===== config.mk =====
export PLATFORM = sky130hd
export DESIGN_NAME = ball_move_sched
export DESIGN_NICKNAME = d
export VERILOG_FILES = /design/src/rtl/ball_pkg.sv /design/src/rtl/step_tick.sv /design/src/rtl/ball_move_sched.sv
export SDC_FILE = /design/constraint.sdc
export NUM_CORES = 1
export LEC_CHECK = 0
export BUFFER_PORTS_ARGS = -buffer_cell sky130_fd_sc_hd__buf_2
export CELL_PAD_IN_SITES_DETAIL_PLACEMENT = 1
export CELL_PAD_IN_SITES_GLOBAL_PLACEMENT = 1
export CORE_UTILIZATION = 46
export CTS_BUF_LIST = sky130_fd_sc_hd__clkbuf_8
export DETAILED_ROUTE_END_ITERATION = 12
export HOLD_SLACK_MARGIN = 0.12
export PLACE_DENSITY = 0.92
export SYNTH_ARGS = -nofsm -noshare
export SYNTH_HDL_FRONTEND = slang
export SYNTH_HIERARCHICAL = 1
export SYNTH_SLANG_ARGS = --single-unit

===== constraint.sdc =====
create_clock -name clk -period 6.7 [get_ports clk]
set_clock_uncertainty 0.1 [all_clocks]
set_input_delay 0.335 -clock clk [delete_from_list [all_inputs] [get_ports clk]]
set_output_delay 0.335 -clock clk [all_outputs]
set_load 0.005 [all_outputs]

===== src/rtl/ball_pkg.sv =====
// ball_pkg: shared state encoding and playfield constants for the ball game path
package ball_pkg;
    typedef enum logic [1:0] {
        ST_IDLE   = 2'd0,
        ST_PLAY   = 2'd1,
        ST_FREEZE = 2'd2,
        ST_OVER   = 2'd3
    } state_t;
    localparam int Y_MIN     = 84;
    localparam int Y_MAX     = 596;
    localparam int X_LAST    = 63;
    localparam int SCORE_MAX = 9999;
endpackage


===== src/rtl/step_tick.sv =====
// step_tick: divider producing a one-cycle tick every DIV cycles, with sync clear
module step_tick #(
    parameter int DIV = 250000
) (
    input  logic clk,
    input  logic rst,
    input  logic clr,
    output logic tick
);
    localparam int W = $clog2(DIV);
    logic [W-1:0] cnt;
    assign tick = cnt == W'(DIV - 1);
    always_ff @(posedge clk)
        if (rst || clr) cnt <= '0;
        else cnt <= tick ? '0 : cnt + 1'b1;
endmodule


===== src/rtl/ball_move_sched.sv =====
// ball_move_sched: game FSM, move arbitration and tick-paced strobes for the ball datapath
module ball_move_sched
    import ball_pkg::*;
#(
    parameter int STEP_DIV     = 250000,
    parameter int FREEZE_TICKS = 50,
    parameter int LIVES_INIT   = 3
) (
    input  logic        clk,
    input  logic        reset,
    input  logic        start,
    input  logic        btn_left,
    input  logic        btn_right,
    input  logic        kbd_left,
    input  logic        kbd_right,
    input  logic        hit,
    input  logic [8:0]  x_ball,
    input  logic [9:0]  y_ball,
    output logic        ball_rst,
    output logic        left,
    output logic        right,
    output logic [1:0]  state,
    output logic [2:0]  lives,
    output logic [13:0] score,
    output logic        at_edge
);
    localparam int FW = $clog2(FREEZE_TICKS + 1);
    state_t st;
    logic start_q, armed, tick, start_edge, go, use_kbd, src_l, src_r, wrap;
    logic [8:0] x_q;
    logic [FW-1:0] frz;
    // armed blocks a start held high through reset from counting as an edge
    assign start_edge = start & ~start_q & armed;
    assign go = start_edge & (st == ST_IDLE || st == ST_OVER);
    assign use_kbd = kbd_left | kbd_right;
    assign src_l = use_kbd ? kbd_left : btn_left;
    assign src_r = use_kbd ? kbd_right : btn_right;
    assign wrap = x_q == 9'(X_LAST) && x_ball == '0;
    assign state = st;
    assign at_edge = y_ball <= 10'(Y_MIN) || y_ball >= 10'(Y_MAX);
    step_tick #(.DIV(STEP_DIV)) u_tick (
        .clk  (clk),
        .rst  (reset),
        .clr  (go),
        .tick (tick)
    );
    always_ff @(posedge clk)
        if (reset) begin
            st <= ST_IDLE;
            lives <= 3'(LIVES_INIT);
            score <= '0;
            ball_rst <= 1'b0;
            left <= 1'b0;
            right <= 1'b0;
            frz <= '0;
            start_q <= 1'b0;
            armed <= 1'b0;
            x_q <= '0;
        end else begin
            start_q <= start;
            armed <= armed | ~start;
            x_q <= x_ball;
            ball_rst <= go;
            left <= st == ST_PLAY && tick && !hit && src_l && !src_r;
            right <= st == ST_PLAY && tick && !hit && src_r && !src_l;
            case (st)
                ST_IDLE, ST_OVER:
                    if (go) begin
                        st <= ST_PLAY;
                        lives <= 3'(LIVES_INIT);
                        score <= '0;
                    end
                ST_PLAY:
                    if (hit) begin
                        lives <= lives - 3'd1;
                        if (lives == 3'd1) st <= ST_OVER;
                        else begin
                            st <= ST_FREEZE;
                            frz <= FW'(FREEZE_TICKS);
                        end
                    end else if (wrap && score != 14'(SCORE_MAX)) score <= score + 14'd1;
                ST_FREEZE:
                    if (tick) begin
                        frz <= frz - 1'b1;
                        if (frz == FW'(1)) st <= ST_PLAY;
                    end
            endcase
        end
endmodule

Word level (Yosys, flattened, before mapping). Cells that the tools add are included.

Word-level logic and storage cells: 82. Bits of input ports: 27. Flip-flop bits (word level): 57.

Mux-type cells: 19. Equality and inequality tests: 15. Bitwise gates (word level): 7. $lt $le $gt $ge: 2. Reductions and logical operators: 24. $add $sub $neg: 4.

Operator list (count): two-way mux 14 bit (3); case mux 14 bit (2 select lines) (1); adder 18 x 1 -> 18 bit, second input constant (1); == test 18 bit, second input constant (1); two-way mux 6 bit (3); adder 14 x 1 -> 14 bit, second input constant (1); inequality test 14 bit, second input constant (1); case mux 6 bit (2 select lines) (1); AND reduction 4 bit (3); greater-or-equal comparator 10 bit, second input constant (1); less-or-equal comparator 10 x 7 -> 1 bit, second input constant (1); inequality test 2 bit, second input constant (5); == test 9 x 6 -> 1 bit, second input constant (1); zero test 9 bit (1); logical AND 1 bit (8); two-way mux 2 bit (4); == test 6 x 1 -> 1 bit, second input constant (1); two-way mux 3 bit (2); case mux 2 bit (3 select lines) (1); case mux 3 bit (2 select lines) (1); subtractor 6 x 1 -> 6 bit, second input constant (1); == test 2 bit, second input constant (2); inequality test 2 x 1 -> 1 bit, second input constant (2); nonzero test 2 bit (2); other kinds (12) (23).

Longest topological paths before layout. Gate-level depths: netlist of the first run.

Depth in word-level cells: 6. Mapped depth: 9. Depth with buffers taken out: 8.

Cells and area by module. The synthesis of the first run kept the hierarchy.

Modules (own cells, without submodules): ball_move_sched (times used 1, area an instance 1899.3 um^2, cells each 226); step_tick (times used 1, area an instance 817.0 um^2, cells each 93).

Least setup slack after synthesis of the first run. No wires, ideal clock.

Kind: register to register. Start point: reg u_tick.cnt[0]. End point: reg frz[3]. Data required time: 6530 ps. Library setup time: 70 ps. Arrival time: 2549 ps. Cell stages (with the launch flop): 9. Slack: 3981 ps. Cells stage by stage: dfxtp_1 -> ha_1 -> nand4_2 -> or4b_4 -> nor3_1 -> inv_1 -> nor3_1 -> or3b_2 -> a21oi_1.

Word-level cells in the longest chain between the ends: 3.

Ends and longest elaborated chain: start, declared (line step_tick.sv:11) `logic [W-1:0] cnt;`; start signal, assigned (line step_tick.sv:15) `else cnt <= tick ? '0 : cnt + 1'b1;`; == test 18 bit (line step_tick.sv:12) `assign tick = cnt == W'(DIV - 1);`; net tick (line ball_move_sched.sv:29) `logic start_q, armed, tick, start_edge, go, use_kbd, src_l, src_r, wrap;`; inequality test 2 bit (no source line); AND reduction 4 bit (no source line); end signal, assigned (line ball_move_sched.sv:79) `frz <= FW'(FREEZE_TICKS);`; end signal, assigned (line ball_move_sched.sv:84) `frz <= frz - 1'b1;`; end, declared (line ball_move_sched.sv:31) `logic [FW-1:0] frz;`.

The timed path passes the listed nets, and every way through them passes these cells. A chain may end at the register's enable or synchronous reset.

Worst setup path after layout of the first run. Ends and elaborated chain as after synthesis.

==> results of run 1 <==
-- critical path, cell delays in order (launching register included) --
cell	delay [ns]
dfxtp_1	0.38
ha_1	0.24
nand4_2	0.20
or4b_4	0.55
nor3_1	0.34
inv_1	0.12
nor3_1	0.47
or3b_2	0.49
a21oi_1	0.14
-- cells by family (layout without fill, tap and decap cells) --
logic type	Yosys count	in the layout	share of synthesized area
simple gates	157	157	0.3077
flops	57	57	0.4201
compound gates	48	48	0.1193
buf+inv	27	85	0.04330
xor+xnor	18	18	0.05804
fa+ha+maj	8	8	0.03685
mux	4	4	0.01474
-- path summary, 6_finish.rpt --
check,from,to,slack [ns],cells after the start
worst max-delay path,u_tick/cnt[0]$_SDFF_PP0_,frz[3]$_SDFFE_PP0P_,3.60,8
worst min-delay path,x_ball[1],x_q[1]$_SDFF_PP0_,0.13,2
worst max register to register,u_tick/cnt[0]$_SDFF_PP0_,frz[3]$_SDFFE_PP0P_,3.60,8
worst min register to register,u_tick/cnt[0]$_SDFF_PP0_,u_tick/cnt[0]$_SDFF_PP0_,0.38,1
-- synthesized netlist by cell type (5+ instances only) --
cell type   n  share of area
a21oi_1    15          0.028
clkbuf_1    5         0.0069
dfxtp_1    57           0.42
ha_1        8          0.037
inv_1      19          0.026
nand2_1    19          0.026
nand2b_1    6          0.014
nand3_1    16          0.029
nand4_1    11          0.025
nor2_1     46          0.064
nor2b_1    12          0.028
nor3_1     12          0.022
nor4_1     12          0.028
o21ai_0     9          0.017
or3_1       5          0.012
xnor2_1    15          0.048
-- state kept, by name (all words and copies together), names as in the netlist --
| register | count |
|---|---|
| start_q | 1 |
| right | 1 |
| ball_rst | 1 |
| lives | 3 |
| frz | 6 |
| left | 1 |
| x_q | 9 |
| armed | 1 |
| score | 14 |
| u_tick/cnt | 18 |
| state | 2 |
-- timing repair --
item,CTS,global route
hold buffers,2,0
gates resized for setup,0,0
endpoints found under the setup margin,0,0
endpoints found under the hold margin,2,0
-- cell type report --
class                   count  area (um^2)  share of cell area
clock buffers              11        151.4             0.04701
clock inverters             4        43.79             0.01360
inverters                  19        71.32             0.02214
multi-input cells         235         1458              0.4526
flip-flops and latches     57         1141              0.3543
well taps                  72        90.09             0.02797
repair buffers             51        265.3             0.08236
-- layer usage --
layer	GRT usage	vias to the layer above
met1	0.2769	1262
met2	0.4643	56
met3	0.06437	18
met4	0.1400	0
met5	0	-
li1	-	1239
-- per-stage QoR --
step | hold slack [ns] | setup WS [ns] | cells
6_report | 0.1344 | 3.596 | 449
5_1_grt | 0.1203 | 3.363 | 449
3_3_place_gp | 0.3422 | 3.748 | 432
2_1_floorplan | 0.3140 | 3.981 | 319
4_1_cts | 0.1200 | 3.591 | 449
3_5_place_dp | 0.3820 | 3.589 | 432
-- power groups by stage --
stage,clock [uW],combinational (uW),sequential [uW]
5_1_grt,345,231,384
2_1_floorplan,0,142,385
4_1_cts,330,211,382
3_5_place_dp,0,204,389
3_3_place_gp,0,188,386
6_report,329,212,382
==> metrics, run 1 <==
status finished, final reports clean; clock transition at the registers of the reported paths 0.06 ns; antenna-violating nets left 0; maximum vdd ir drop 0.0001708 V; largest net degree at the start of global routing 27; setup bufs post-CTS 0; H-tree level count 3; yosys warns 6; PwrDens 286.6 nW/um^2; minimum clock period slightly above 3 ns; total power 923.2 uW; # diodes 0; vias in the first global route between 2000 and 3000; Finished Cell Area 3221 um^2; Seq/Total Area, Yosys 0.4201; fin util 0.5743; part of the power in registers 0.414; Port-buffer cells 49; setup violators final 0; CP max FO 6; DR top layer met4; Max-cap violations 0; Critical Path RT 6.86 ns; Placer Congestion 0.7727; die width 78.85 um; Mapped Nets 354; global-route wire length before repair 12.25 mm; # nets final 408; Worst Hold Class in -> reg; maximum root-to-sink buffer count 2; post-synthesis cell area about 2700 um^2; TritonCTS clock tree done; most frequent cells in the layout 57 x dfxtp_1, 49 x buf_2, 46 x nor2_1, 20 x inv_1, 19 x nand2_1; layout cells sized above 1 0.1857; clock tree sinks 57; Routed met1 length 3.213 mm; Placed Instance Area 3005 um^2; initial core utilization 0.4844; RSZ-0062 raised after global routing no; Arr. time, crit path 3.27 ns; commonest non-fill, non-tap cell in the layout dfxtp_1; CTS Buf Count 9; Fillers approximately 690; Pleak 0.001265 uW; Logic pwr share 0.229; IO Count 50; synthesized flop and latch total 57; Switching Power slightly below 300 uW; All-Layer GR Usage 0.2585; full die area 6217 um^2; drt drc 0; Final HPWL DP roughly 5.2 mm; initial antenna violation count 0; Rel. slew slack 0.3586; DR WL/cell 17.15 um; detailed-router iteration count before antenna repair 4; vias per cell between 5 and 6; Setup CP Type reg -> reg; Clock power frac 0.357; P&R area growth vs syn 18.56%; cell row count 27; DRT iter0 DRCs around 130; Gate Count Post-Synth 319; Crit. End Element flip-flop; met2 WL post-DR 3.964 mm; CP Launch Type flip-flop; period utilization 0.4632; Yosys cell types 45; Slew Viols, Final 0; worst slew pin tran 0.9533 ns; total global routing overflow 0; ys flop type dfxtp_1; Final Hold Violating Endpoints 0; Clock Latency Late Sink between 0.3 and 0.4 ns; metal3 WL 309 um; syn_area_per_cell 8.515 um^2; final setup TNS 0 ns; vias post-DR 2575; number of synthesized flops with an enable pin 0; die boundary height 78.85 um; Post-synth ARST share 0; Max Clk Rate 322.2 MHz; core area roughly 5600 um^2; drt total wl 7.700 mm; P_int 630.9 uW; Root Buffer clkbuf_8; sw frac 0.3166
No activity file was read; power rests on OpenSTA's default activity.
==> run 2: changes to the inputs <==
Settings changed: ABC_AREA set to 1, CORE_UTILIZATION 46 to 42, PLACE_DENSITY 0.92 to 0.87.
Clock period 6.7 ns to 3.2 ns, I/O delays scaled along.
==> metrics, run 2 <==
top cells by instance count after synthesis 105 x nand2_1, 83 x nor2_1, 62 x inv_1; Arr. time, crit path 2.85 ns (-0.42 ns); Final Hold Violating Endpoints 0 (unchanged); antenna-violating nets left 0 (unchanged); largest net degree at the start of global routing 30 (+11%); TritonCTS clock tree done; # diodes 0 (unchanged); synthesized flop and latch total 57 (unchanged); maximum vdd ir drop 0.0002469 V (+45%); vias post-DR 3238 (+26%); number of synthesized flops with an enable pin 0 (unchanged); post-synth top area cell dfxtp_1; yosys warns 6 (unchanged); CP max stage cell dlygate4sd3_1; Most common cell on crit path nand2_1; layout cells sized above 1 0.2084 (+0.02273); post_cts resized 0 (unchanged); total global routing overflow 0 (unchanged); maximum root-to-sink buffer count 2 (unchanged); period utilization 0.8366 (+0.3734); CP Launch Type flip-flop; full die area 8065 um^2 (+30%); final setup TNS 0 ns (unchanged); P&R area growth vs syn 19.55%; post-synthesis cell area 3238 um^2 (+19%); cell row count 31 (+15%); Crit. End Element flip-flop; Setup CP Type reg -> reg; initial core utilization 0.4394 (-0.04499); Max-cap violations 0 (unchanged); setup violators final 0 (unchanged); detailed-router iteration count before antenna repair 4 (unchanged); Rel. slew slack 0.5381 (+0.1796); CP max FO 4 (-2); max reg flops 18 (unchanged); commonest non-fill, non-tap cell in the layout nand2_1; DR WL/cell 13.91 um (-19%); Fillers 1007 (+46%); vias per cell 5.012 (-13%); initial antenna violation count 0 (unchanged); Seq/Total Area, Yosys 0.3524 (-0.06769); # nets final 577 (+41%); Post-synth ARST share 0 (unchanged); worst slew pin tran 0.6928 ns (-0.2605 ns); clock tree sinks 57 (unchanged); Final HPWL DP 6.437 mm (+24%); Placer Congestion 0.7990 (+3.4%); Port-buffer cells 49 (unchanged); core area 7370 um^2 (+31%); drt drc 0 (unchanged); share of the synthesized area in the top cell type 0.3524 (-0.06769); minimum clock period 2.677 ns (-0.4265 ns); global-route wire length before repair 15.40 mm (+26%); RSZ-0062 raised after global routing no; Placed Instance Area 3528 um^2 (+17%); vias in the first global route 3363 (+25%); Critical Path RT 3.38 ns (-3.48 ns); CP bufs+invs 1 (unchanged); CP top delay family simple AND/OR/NAND/NOR gates; Gate Count Post-Synth 476 (+49%); top flop regs u_tick/cnt: 18 flops, score: 14 flops, x_q: 9 flops; clock transition at the registers of the reported paths 0.07 ns (about the same); Clock Latency Late Sink 0.34 ns (about the same); PwrDens 549.6 nW/um^2 (+92%); die boundary height 89.81 um (+14%); top post-synthesis cells by area dfxtp_1 35%, nand2_1 12%, nor2_1 9.6%; cells along the critical path ha_1 -> nand2_1 -> nor2_2 -> nand2_1 -> nor4_1 -> nand4_1 -> nor3b_1 -> dlygate4sd3_1; Mapped Nets 511 (+44%); All-Layer GR Usage 0.2357 (-0.02279); status finished, final reports clean; most frequent cells in the layout 105 x nand2_1, 83 x nor2_1, 63 x inv_1, 57 x dfxtp_1, 49 x buf_2; Slew Viols, Final 0 (unchanged); H-tree level count 3 (unchanged); Finished Cell Area 3871 um^2 (+20%); Max Clk Rate 373.5 MHz (+16%); syn_area_per_cell 6.803 um^2 (-20%); DRT iter0 DRCs 82 (-37%); Root Buffer clkbuf_8; Worst Hold Class in -> reg; Yosys cell types 39 (-13%); CTS Buf Count 9 (unchanged); IO Count 50 (unchanged); count leader, synth nand2_1; ys flop type dfxtp_1; drt total wl 8.984 mm (+17%); die width 89.81 um (+14%); register with the most flip-flops u_tick/cnt; Pleak 0.001597 uW (+26%); slowest cell delay on critical path 0.60 ns (+0.05 ns)
-- run 2: timing repair --
item / 4_1_cts / 5_1_grt
hold buffers: 16 / 0
hold endpoints to repair: 13 / 0
setup buffers: 0 / 0
-- run 2: power breakdown --
group / internal (uW) / leakage [uW] / switching [uW] / total (uW)
Clock: 318 / 0.0000888 / 295 / 613
Combinational: 220 / 0.00104 / 445 / 665
Sequential: 784 / 0.000465 / 65.5 / 850
Total: 1320 / 0.00160 / 805 / 2130
-- run 2: cells by family (layout without fill, tap and decap cells) --
kind of cell,after synthesis,after routing,share of synthesized area
compound gates,38,38,0.08114
xor+xnor,14,14,0.03787
simple gates,280,280,0.3934
buf+inv,79,150,0.1043
flops,57,57,0.3524
fa+ha+maj,8,8,0.03091
-- run 2: worst register-to-register path, delay by kind of cell, from the launching register on --
kind	cells	cell delay, ns
simple gates	6	1.29
buf+inv	1	0.60
flops	1	0.39
fa+ha+maj	1	0.25
-- run 2: worst paths after layout --
kind	depth (start not counted)	to	from	slack, ns
max	8	right$_SDFF_PP0_	u_tick/cnt[0]$_SDFF_PP0_	0.52
min reg2reg	2	frz[5]$_SDFFE_PP0P_	frz[5]$_SDFFE_PP0P_	0.37
max reg2reg	8	right$_SDFF_PP0_	u_tick/cnt[0]$_SDFF_PP0_	0.52
min	6	lives[2]$_SDFFE_PP0P_	hit	0.24
-- run 2: routing by layer --
| metal | wire length [um] | part of all wire | vias up | global-route usage |
|---|---|---|---|---|
| met2 | 4613 | 0.51 | 43 | 0.4301 |
| met4 | 126 | 0.014 | 0 | 0.06557 |
| met1 | 4008 | 0.45 | 1551 | 0.2708 |
| met5 | 0 | 0 | - | 0 |
| li1 | - | - | 1628 | - |
| met3 | 235 | 0.026 | 16 | 0.05922 |
-- run 2: layout make-up --
type	count	area [um^2]	area share
flip-flops and latches	57	1141	0.2948
clock buffers	11	151.4	0.03911
well taps	99	123.9	0.03200
repair buffers	65	405.4	0.1047
inverters	69	259.0	0.06690
multi-input cells	340	1759	0.4544
clock inverters	5	31.28	0.008080
-- run 2: per-stage QoR --
step	total power, uW	utilization	hold WS (ns)	cells	setup WS [ns]
CTS	2143	0.5253	0.2262	646	0.7783
finish	2128	0.5253	0.2386	646	0.5229
detailed placement	1501	0.4788	0.2843	614	0.8355
global route	2271	0.5253	0.2705	646	0.2822
global placement	1460	0.4788	0.2786	614	0.9317
floorplan	1347	-	0.1670	476	1.118
